$ cat config.mk
export PLATFORM = sky130hd
export DESIGN_NAME = note_player
export DESIGN_NICKNAME = d
export VERILOG_FILES = /design/src/rtl/note_player_pkg.sv /design/src/rtl/note_player_rom.sv /design/src/rtl/note_player.sv
export SDC_FILE = /design/constraint.sdc
export NUM_CORES = 1
export LEC_CHECK = 0
export CAP_MARGIN = 20
export CORE_UTILIZATION = 55
export CTS_BUF_LIST = sky130_fd_sc_hd__clkbuf_16
export DETAILED_ROUTE_END_ITERATION = 12
export PLACE_DENSITY_LB_ADDON = 0.08
export SLEW_MARGIN = 20
export SYNTH_ARGS = -nofsm -noshare
export SYNTH_HDL_FRONTEND = slang
export SYNTH_SLANG_ARGS = --single-unit
$ cat constraint.sdc
create_clock -name clk -period 2.6 [get_ports clk]
set_clock_uncertainty 0.05 [all_clocks]
set_input_delay 0.39 -clock clk [delete_from_list [all_inputs] [get_ports clk]]
set_output_delay 0.39 -clock clk [all_outputs]
set_load 0.01 [all_outputs]
$ cat src/rtl/note_player_pkg.sv
// Shared types and constants for the note player: field widths, FSM encoding
// and the note-number to phase-increment table (2^20 fraction per 48 kHz sample).
package note_player_pkg;

  localparam int NOTE_W         = 6;
  localparam int DUR_W          = 6;
  localparam int STEP_W_DEFAULT = 20;

  typedef enum logic {
    IDLE    = 1'b0,
    PLAYING = 1'b1
  } state_t;

  localparam logic [NOTE_W-1:0] NOTE_REST = '0;

  // round(440 * 2^((n-49)/12) * 2^20 / 48000); entry 0 is the rest.
  localparam logic [STEP_W_DEFAULT-1:0] STEP_TABLE [64] = '{
    20'd0,     20'd601,   20'd636,   20'd674,   20'd714,   20'd757,   20'd802,   20'd850,
    20'd900,   20'd954,   20'd1010,  20'd1070,  20'd1134,  20'd1201,  20'd1273,  20'd1349,
    20'd1429,  20'd1514,  20'd1604,  20'd1699,  20'd1800,  20'd1907,  20'd2021,  20'd2141,
    20'd2268,  20'd2403,  20'd2546,  20'd2697,  20'd2858,  20'd3028,  20'd3208,  20'd3398,
    20'd3600,  20'd3815,  20'd4041,  20'd4282,  20'd4536,  20'd4806,  20'd5092,  20'd5395,
    20'd5715,  20'd6055,  20'd6415,  20'd6797,  20'd7201,  20'd7629,  20'd8083,  20'd8563,
    20'd9072,  20'd9612,  20'd10184, 20'd10789, 20'd11431, 20'd12110, 20'd12830, 20'd13593,
    20'd14402, 20'd15258, 20'd16165, 20'd17127, 20'd18145, 20'd19224, 20'd20367, 20'd21578
  };

endpackage

$ cat src/rtl/note_player_rom.sv
// Combinational note-number to frequency-step lookup; the rest note maps to 0.
module frequency_rom
  import note_player_pkg::*;
#(
  parameter int STEP_W = STEP_W_DEFAULT
) (
  input  logic [NOTE_W-1:0] note,
  output logic [STEP_W-1:0] step
);

  always_comb begin
    step = '0;
    if (note != NOTE_REST) begin
      step = STEP_W'(STEP_TABLE[note]);
    end
  end

endmodule

$ cat src/rtl/note_player.sv
// Plays note/duration pairs for a number of beats and serves frequency steps to the DDS stage.
// Optional build macro NOTE_PLAYER_RELEASE_EN silences the last beat of notes lasting 2+ beats.
module note_player
  import note_player_pkg::*;
#(
  parameter int BEAT_DIV = 1000,
  parameter int STEP_W   = STEP_W_DEFAULT
) (
  input  logic              clk,
  input  logic              reset,
  input  logic              play_enable,
  input  logic [5:0]        note_to_load,
  input  logic [5:0]        duration_to_load,
  input  logic              load_new_note,
  input  logic              generate_next_sample,
  output logic              note_done,
  output logic [STEP_W-1:0] frequency_step,
  output logic              sample_ready
);

  localparam int              BEAT_W    = (BEAT_DIV > 1) ? $clog2(BEAT_DIV) : 1;
  localparam logic [BEAT_W-1:0] BEAT_LAST = BEAT_W'(BEAT_DIV - 1);

  state_t              state;
  state_t              state_nxt;
  logic [NOTE_W-1:0]   note_q;
  logic [DUR_W-1:0]    remaining;
  logic [BEAT_W-1:0]   beat_cnt;
  logic                counting;
  logic                beat_tick;
  logic                note_expire;
  logic                release_mute;
  logic [STEP_W-1:0]   rom_step;
  logic [STEP_W-1:0]   step_src;

  assign counting    = (state == PLAYING) && play_enable;
  assign beat_tick   = counting && (beat_cnt == BEAT_LAST);
  assign note_expire = beat_tick && (remaining == DUR_W'(1));

  always_ff @(posedge clk or negedge reset) begin
    if (!reset) begin
      state <= IDLE;
    end else begin
      state <= state_nxt;
    end
  end

  // A load always wins, even on the cycle the previous note expires.
  always_comb begin
    state_nxt = state;
    unique case (state)
      IDLE: begin
        if (load_new_note) begin
          state_nxt = PLAYING;
        end
      end
      PLAYING: begin
        if (load_new_note) begin
          state_nxt = PLAYING;
        end else if (note_expire) begin
          state_nxt = IDLE;
        end
      end
      default: state_nxt = IDLE;
    endcase
  end

  always_ff @(posedge clk or negedge reset) begin
    if (!reset) begin
      note_q    <= '0;
      remaining <= '0;
      beat_cnt  <= '0;
      note_done <= 1'b0;
    end else begin
      note_done <= note_expire;
      if (load_new_note) begin
        note_q    <= note_to_load;
        remaining <= (duration_to_load == '0) ? DUR_W'(1) : duration_to_load;
        beat_cnt  <= '0;
      end else if (beat_tick) begin
        beat_cnt  <= '0;
        remaining <= remaining - DUR_W'(1);
      end else if (counting) begin
        beat_cnt  <= beat_cnt + BEAT_W'(1);
      end
    end
  end

`ifdef NOTE_PLAYER_RELEASE_EN
  logic long_note;

  always_ff @(posedge clk or negedge reset) begin
    if (!reset) begin
      long_note <= 1'b0;
    end else if (load_new_note) begin
      long_note <= (duration_to_load >= DUR_W'(2));
    end
  end

  // remaining==1 marks the final beat of the note.
  assign release_mute = long_note && (remaining == DUR_W'(1));
`else
  assign release_mute = 1'b0;
`endif

  frequency_rom #(
    .STEP_W(STEP_W)
  ) u_rom (
    .note(note_q),
    .step(rom_step)
  );

  always_comb begin
    step_src = '0;
    if (counting && !release_mute) begin
      step_src = rom_step;
    end
  end

  always_ff @(posedge clk or negedge reset) begin
    if (!reset) begin
      frequency_step <= '0;
      sample_ready   <= 1'b0;
    end else begin
      sample_ready <= generate_next_sample;
      if (generate_next_sample) begin
        frequency_step <= step_src;
      end
    end
  end

endmodule

* Yosys cells after proc, flatten, opt, wreduce, memory -nomap -nowiden
Memories as Yosys holds them, arrays and structs flattened. Index checks and enable logic that the tools add are counted.
Word-level totals: register bits 45, bits in read-only memories 1280, input port bits 17, output and inout port bits 22, logic and storage cells 36, memories kept 1
Operators by class: add/sub/neg operators 2, magnitude comparators 1, eq/ne operators 2, multiplexer cells 14, bitwise gates (word level) 2, reductions and logical operators 7
Memory list:
- (name not given) | words 64, width 20, read ports 1, clocked after Yosys merged registers in 0, wr ports 0, RTL line note_player_rom.sv:14 | step = STEP_W'(STEP_TABLE[note]);
Operators by type and width (count):
- 20-bit two-way mux | 4
- 10-bit two-way mux | 3
- 6-bit two-way mux | 3
- 10-bit by 1-bit adder with 10-bit output, second input constant | 1
- 10-bit == test, second input constant | 1
- 7-bit >= comparator, second input constant | 1
- 6-bit inverter with 7-bit output | 1
- 6-bit by 1-bit == test with 1-bit output, second input constant | 1
- 6-bit logical NOT | 1
- 6-bit nonzero test | 1
- 6-bit by 1-bit subtractor with 6-bit output, second input constant | 1
- 1-bit logical AND | 3
- 1-bit two-way mux | 3
- 3-bit nonzero test | 1
- 1-bit one-hot mux with 2 select lines | 1
- 2-bit nonzero test | 1
- 1-bit inverter | 1

* Logic depth before layout (Yosys ltp)
Gate-level depths: netlist (run 1).
word-level depth 6, gate-level depth with buffers 9, gate-level depth less buffers 7

* By module
Synthesis (run 1) repeated with hierarchy kept, for this count alone.
Second synthesis, totals: cells, all modules 443, area, all modules 3604.7 µm²
Modules (own cells, without submodules):
- note_player | times used 1, cells each 207, area each 2048.2 µm², sequential area each 1126.1 µm²
- frequency_rom | times used 1, cells each 236, area each 1556.5 µm², sequential area each 0.0 µm²

* Worst setup path after synthesis (run 1)
No wires, ideal clock.
path kind flip-flop to flip-flop, start point register note_q[0], end point register frequency_step[0], library setup time 0.122 ns, arrival 2.151 ns, data required time 2.428 ns, setup slack 0.277 ns, cell stages (with the launch flop) 10, buffers on the path 2, period minus slack after synthesis 2.323 ns, cell sequence dfrtp_1 clkbuf_1 inv_1 ha_1 clkbuf_1 nor2b_1 a211oi_1 a211o_1 a21oi_1 o2bb2ai_1
On the way: word-level cells in the longest chain between the ends 6, elaborated cells between the ends (all ways) 7, classes of those cells mux: 4; bitwise: 1; reduce/logical: 1; memory: 1
RTL lines:
- start: declaration | RTL line note_player.sv:26 | logic [NOTE_W-1:0] note_q;
- start signal: assignment | RTL line note_player.sv:77 | note_q <= note_to_load;
- 6-bit inverter with 7-bit output (implied by the code) | RTL line note_player_rom.sv:14
- memory 64 x 20 bit
- 20-bit two-way mux (implied by the code) (2 in a row) | RTL line note_player_rom.sv:14
- 20-bit two-way mux (*) | RTL line note_player_rom.sv:13 | if (note != NOTE_REST) begin
- 20-bit two-way mux (*) | RTL line note_player.sv:115 | if (counting && !release_mute) begin
- end signal: assignment | RTL line note_player.sv:127 | frequency_step <= step_src;
- end: declaration | RTL line note_player.sv:17 | output logic [STEP_W-1:0] frequency_step,
Every way passes the cells marked *; elsewhere a longest branch is shown, timed or not. The select of a mux whose other input is x is not followed. A chain may end at the register's enable or synchronous reset.

* Final worst setup path (run 1)
start point register note_q[1], end point register frequency_step[9]
Same word-level chain as after synthesis.

==> results of run 1 <==
[layer usage]
metal	wire length, um	part of all wire, %	vias to the layer above
met3	674	7.9	44
li1	-	-	1396
met4	367	4.3	0
met1	3400	40	1417
met2	4090	48	166
met5	0	0	-
[worst max-delay path: cells and delay by family (launching register included)]
kind	cells	cell delay, ns
flops	1	0.43
buf+inv	1	0.21
compound gates	4	0.70
fa+ha+maj	1	0.39
simple gates	1	0.30
[sequential cells by signal, indices dropped and copies added, names as in the netlist]
signal / count
frequency_step: 15
beat_cnt: 10
note_q: 6
remaining: 6
note_done: 1
sample_ready: 1
state: 1
[cells by family (layout without fill, tap and decap cells)]
kind of cell | Yosys count | in the layout
compound gates | 127 | 127
simple gates | 120 | 120
buf+inv | 52 | 73
flops | 40 | 40
xor+xnor | 13 | 13
fa+ha+maj | 12 | 12
mux | 9 | 9
other cells | 1 | 5
[final timing paths]
path,from,end
max in group asynchronous,reset,frequency_step[5]
worst min-delay path,reset,note_q[2]
worst max-delay path,note_q[1],frequency_step[9]
min in group clk,frequency_step[5],frequency_step[5]
worst max register to register,note_q[1],frequency_step[9]
worst min register to register,frequency_step[5],frequency_step[5]
[through the flow]
step	worst slack [ns]	util, %	std cells
CTS	0.424	69.5	469
global placement	0.470	65.4	461
finish	0.402	69.5	469
detailed placement	0.419	65.4	461
global route	0.252	69.5	469
floorplan	0.277	-	378
[placed cells by master (no fill, tap or decap), types with 4 or more instances in the layout]
cell type / netlist / routed
o21ai_0: 40 / 40
dfrtp_1: 40 / 40
nand2_1: 34 / 34
clkdlybuf4s50_1: 0 / 32
a21oi_1: 28 / 28
nor2_1: 23 / 23
buf_4: 8 / 17
nand3_1: 14 / 14
inv_1: 13 / 13
ha_1: 12 / 12
nor2b_1: 10 / 10
nor3_1: 9 / 9
nand2b_1: 7 / 7
xor2_1: 7 / 7
and3_1: 6 / 6
o2bb2ai_1: 6 / 6
a211oi_1: 6 / 6
o211ai_1: 6 / 6
xnor2_1: 6 / 6
mux2i_1: 5 / 5
o311ai_0: 5 / 5
conb_1: 1 / 5
clkbuf_16: 0 / 5
o221ai_1: 4 / 4
[area by class of cell]
| cell class | count | area (um^2) | share of cell area, % |
|---|---|---|---|
| multi-input combinational | 286 | 1830 | 50.2 |
| sequential | 40 | 1000 | 27.5 |
| timing repair buffer | 50 | 453 | 12.4 |
| clock buffer | 5 | 125 | 3.44 |
| clock inverter | 3 | 90.1 | 2.48 |
| tap | 70 | 87.6 | 2.41 |
| inverter | 15 | 56.3 | 1.55 |
[power by group]
part / internal [uW] / switching, uW
sequential: 674 / 42.2
clock: 647 / 251
combinational: 272 / 369
==> impl_metrics.json, run 1 <==
{
  "status": "finished clean",
  "synthToLayoutAreaGrowth_pct": 18.7,
  "power_uw": 2260,
  "end_kind": "register",
  "worst_slew_pin_slew_ns": 0.902,
  "hold_path_class": "in -> async",
  "cpMostUsedCell": "a21oi_1",
  "synth-seq-cells": 40,
  "powerDensity_nw_per_um2": 620,
  "syn_inst": 374,
  "critPathLaunchType": "register",
  "synth.distinct_cells": 58,
  "grt_pass1_wl_um": 14400,
  "rsz0062_at_grt": "no",
  "die_area_um2": 5870,
  "reg2reg_slack_ns": 0.40,
  "io_buffer_count": 33,
  "finalSetupViolations": 0,
  "first_pass_iters": 7,
  "htreeDepth": 2,
  "postCtsSetupBuffers": 0,
  "synth-xor-area-share_pct": 3.72,
  "p_leak_uw": 0.00153,
  "io_pins": 39,
  "grt_max_degree": 41,
  "path_class": "reg -> reg",
  "num_antenna_cells": 0,
  "ant_nets": 0,
  "synth_edf_count": 0,
  "ys_warn_count": 0,
  "slowest_stage": "dfrtp_1",
  "grt_usage_pct": 31.4,
  "top_usage_layer": "met2",
  "dpl.hpwl_um": 5910,
  "postSynthAreaPerCell_um2": 8.19,
  "synth-adder-area-share_pct": 4.90,
  "clock_sinks": 40,
  "worstRegToRegCells": 7,
  "rows": 26,
  "synth_area_leader_cell": "dfrtp_1",
  "placed_area_um2": 3420,
  "nFillCells": 444,
  "synthTopCellsByCount": "40 x dfrtp_1, 40 x o21ai_0, 34 x nand2_1",
  "antenna_found_initial": 0,
  "nets": 427,
  "max-vdd-ir-drop_mv": 0.408,
  "yosysSeqAreaShare_pct": 32.7,
  "hold_viol_final": 0,
  "period_share_pct": 84.5,
  "cts_buffers": 5,
  "crit_arrival_ns": 2.32,
  "use_met1_pct": 39.2,
  "cp_max_fo": 10,
  "cts_root_buf": "clkbuf_16",
  "grt_pass1_vias": 2923,
  "tns_ns": 0,
  "synthTopCellsByArea": "dfrtp_1 33%, o21ai_0 6.5%, ha_1 4.9%",
  "start_util_pct": 58.5,
  "path_clk_slew_ns": 0.06,
  "clock_latency_ns": 0.29,
  "synth_compound_area_share_pct": 27.4,
  "fin_area_um2": 3640,
  "dieWidth_um": 76.6,
  "drive_above_1_share_pct": 8.52,
  "fin_hold_ws_ns": 0.174,
  "chipHeight_um": 76.6,
  "cts_tree": "yes",
  "synthSimpleGateAreaFrac_pct": 19.5,
  "postSynth.asyncResetShare_pct": 100,
  "wl_um": 8520,
  "timing.slew.headroom_pct": 39.9,
  "wl_per_cell_um": 18.2,
  "grt_overflow": 0,
  "ys.flop_type": "dfrtp_1",
  "fmax_ghz": 0.455,
  "cp_slowest_stage_delay_ns": 0.43,
  "cts_buffer_depth": 2,
  "ctsResizeCount": 0,
  "drc": 0,
  "synth_top_family_by_area": "compound AO/OA/AOI/OAI gates",
  "synth.top_cell.area_share_pct": 32.7,
  "post_drt_via_cell_ratio": 6.45,
  "synthMuxAreaShare_pct": 3.47,
  "drv_cap": 0,
  "synth_area_um2": 3060,
  "period_minus_slack_ns": 2.20,
  "met2_usage_pct": 50.9,
  "required_ns": 2.72,
  "coreArea_um2": 5240,
  "grt_util_met3_pct": 6.71,
  "first_iter_violations": 348,
  "cp_cell_sequence": "buf_4 > ha_1 > nor2b_1 > a21oi_1 > o21ai_0 > a21oi_1 > a32o_1",
  "hold_buffers": 0,
  "slew_viol_final": 0,
  "vias": 3023,
  "place_congestion": 0.936
}
No activity file was read; power rests on OpenSTA's default activity.
==> run 2, diff against run 1 <==
clock period = 2.15 ns   (was 2.6 ns; I/O delays follow)
==> run 2 against run 1 <==
Utilization up 0.69 points. Clock-buffer cell count stayed put. Sequential cell count unchanged. Final area up 1.0%. Highest routed layer unchanged. Fmax grew 8.7%. Non-clock buffer count increased by 14. Die area is the same. First-iteration DRC count is 14% lower. Setup slack lost 0.27 ns. Sequential share of layout area fell by 0.27 points. Clock power decreased by 23%. Global-route usage rose by 0.060 points.
==> impl_metrics.json, run 2 (same netlist as run 1, synthesis figures left out) <==
{
  "status": "finished clean",
  "drive_above_1_share_pct": 11.2,
  "chipHeight_um": 76.6,
  "grt_pass1_wl_um": 14600,
  "cp_slowest_stage_delay_ns": 0.48,
  "tns_ns": 0,
  "cpLargestDelayFamily": "multiplexers",
  "first_iter_violations": 298,
  "die_area_um2": 5870,
  "path_clk_slew_ns": 0.06,
  "top_regs": "frequency_step x15, beat_cnt x10",
  "clock_latency_ns": 0.28,
  "clock_sinks": 40,
  "worst_slew_pin_slew_ns": 0.701,
  "io_buffer_count": 33,
  "fin_hold_ws_ns": 0.0543,
  "cts_buffers": 5,
  "num_antenna_cells": 0,
  "period_share_pct": 94.1,
  "fin_area_um2": 3670,
  "grt_pass1_vias": 2989,
  "mostFrequentLayoutCells": "40 x o21ai_0, 40 x dfrtp_1, 34 x nand2_1",
  "required_ns": 2.32,
  "grt_overflow": 0,
  "vias": 3086,
  "worstRegToRegCells": 7,
  "finalSetupViolations": 0,
  "placed_area_um2": 3540,
  "critPathLaunchType": "register",
  "drc": 0,
  "end_kind": "register",
  "reg2reg_slack_ns": 0.13,
  "nets": 441,
  "cp_max_fo": 14,
  "slowest_stage": "mux4_2",
  "grt_usage_pct": 31.5,
  "r2r_start": "note_q[1]",
  "ant_nets": 0,
  "timing.slew.headroom_pct": 52.6,
  "synthToLayoutAreaGrowth_pct": 19.9,
  "p_leak_uw": 0.00157,
  "place_congestion": 0.960,
  "rsz0062_at_grt": "no",
  "path_class": "reg -> reg",
  "post_drt_via_cell_ratio": 6.40,
  "htreeDepth": 2,
  "r2r_end": "frequency_step[10]",
  "hold_viol_final": 0,
  "largest_reg_flops": 15,
  "start_util_pct": 58.5,
  "antenna_found_initial": 0,
  "period_minus_slack_ns": 2.02,
  "slew_viol_final": 0,
  "largest-register": "frequency_step",
  "grt_max_degree": 52,
  "dieWidth_um": 76.6,
  "crit_buf_inv": 1,
  "cts_buffer_depth": 2,
  "crit_arrival_ns": 2.19,
  "cts_root_buf": "clkbuf_16",
  "wl_per_cell_um": 18.3,
  "first_pass_iters": 5,
  "max-vdd-ir-drop_mv": 0.566,
  "cts_tree": "yes",
  "wl_um": 8830,
  "coreArea_um2": 5240,
  "powerDensity_nw_per_um2": 649,
  "rows": 26,
  "hold_path_class": "in -> async",
  "fmax_ghz": 0.494,
  "cp_cell_sequence": "buf_4 > ha_1 > nor2b_1 > a21oi_1 > mux4_2 > a221oi_2 > a21o_1",
  "io_pins": 39,
  "nFillCells": 439,
  "power_uw": 2390,
  "dpl.hpwl_um": 6330,
  "drv_cap": 0
}
run 2: per-layer routing:
| metal | global-route usage [%] | share of wire (%) | vias up |
|---|---|---|---|
| met2 | 55.6 | 51 | 160 |
| met4 | 14.6 | 2.9 | 0 |
| met1 | 37.3 | 40 | 1470 |
| li1 | - | - | 1425 |
| met3 | 5.03 | 6.4 | 31 |
| met5 | 0 | 0 | - |
run 2: power breakdown:
| part | total, uW | internal, uW | switching (uW) |
|---|---|---|---|
| logic | 816 | 361 | 455 |
| registers | 875 | 816 | 59.2 |
| clock network | 695 | 417 | 278 |
| total | 2390 | 1590 | 793 |
run 2: cell type report:
type	count	area, um^2	share of cell area (%)
Tap cell	70	87.6	2.38
Inverter	15	56.3	1.53
Clock inverter	2	8.76	0.238
Timing Repair Buffer	64	571	15.5
Multi-Input combinational cell	286	1830	49.7
Clock buffer	5	125	3.40
Sequential cell	40	1000	27.2
run 2: worst max path at each step:
stage	slack (ns)	from	endpoint	cells after the start
2_1_floorplan	0.03	note_q[0]	frequency_step[10]	7
3_3_place_gp	0.19	note_q[0]	frequency_step[10]	7
3_5_place_dp	0.12	note_q[1]	frequency_step[2]	7
4_1_cts	0.12	note_q[1]	frequency_step[2]	7
5_1_grt	0.04	note_q[0]	frequency_step[10]	7
6_report	0.13	note_q[1]	frequency_step[10]	7
run 2: through the flow:
| stage | utilization (%) | worst slack (ns) | std cells |
|---|---|---|---|
| global placement | 67.6 | 0.187 | 475 |
| floorplan | - | 0.0254 | 378 |
| global route | 70.2 | 0.0440 | 482 |
| finish | 70.2 | 0.127 | 482 |
| detailed placement | 67.6 | 0.125 | 475 |
| CTS | 70.2 | 0.121 | 482 |
run 2: repair_timing:
action                                  in CTS  in global routing
resized for setup                            0                  1
endpoints found under the setup margin       0                  1
hold buffers                                 0                  0
setup buffers                                0                  0
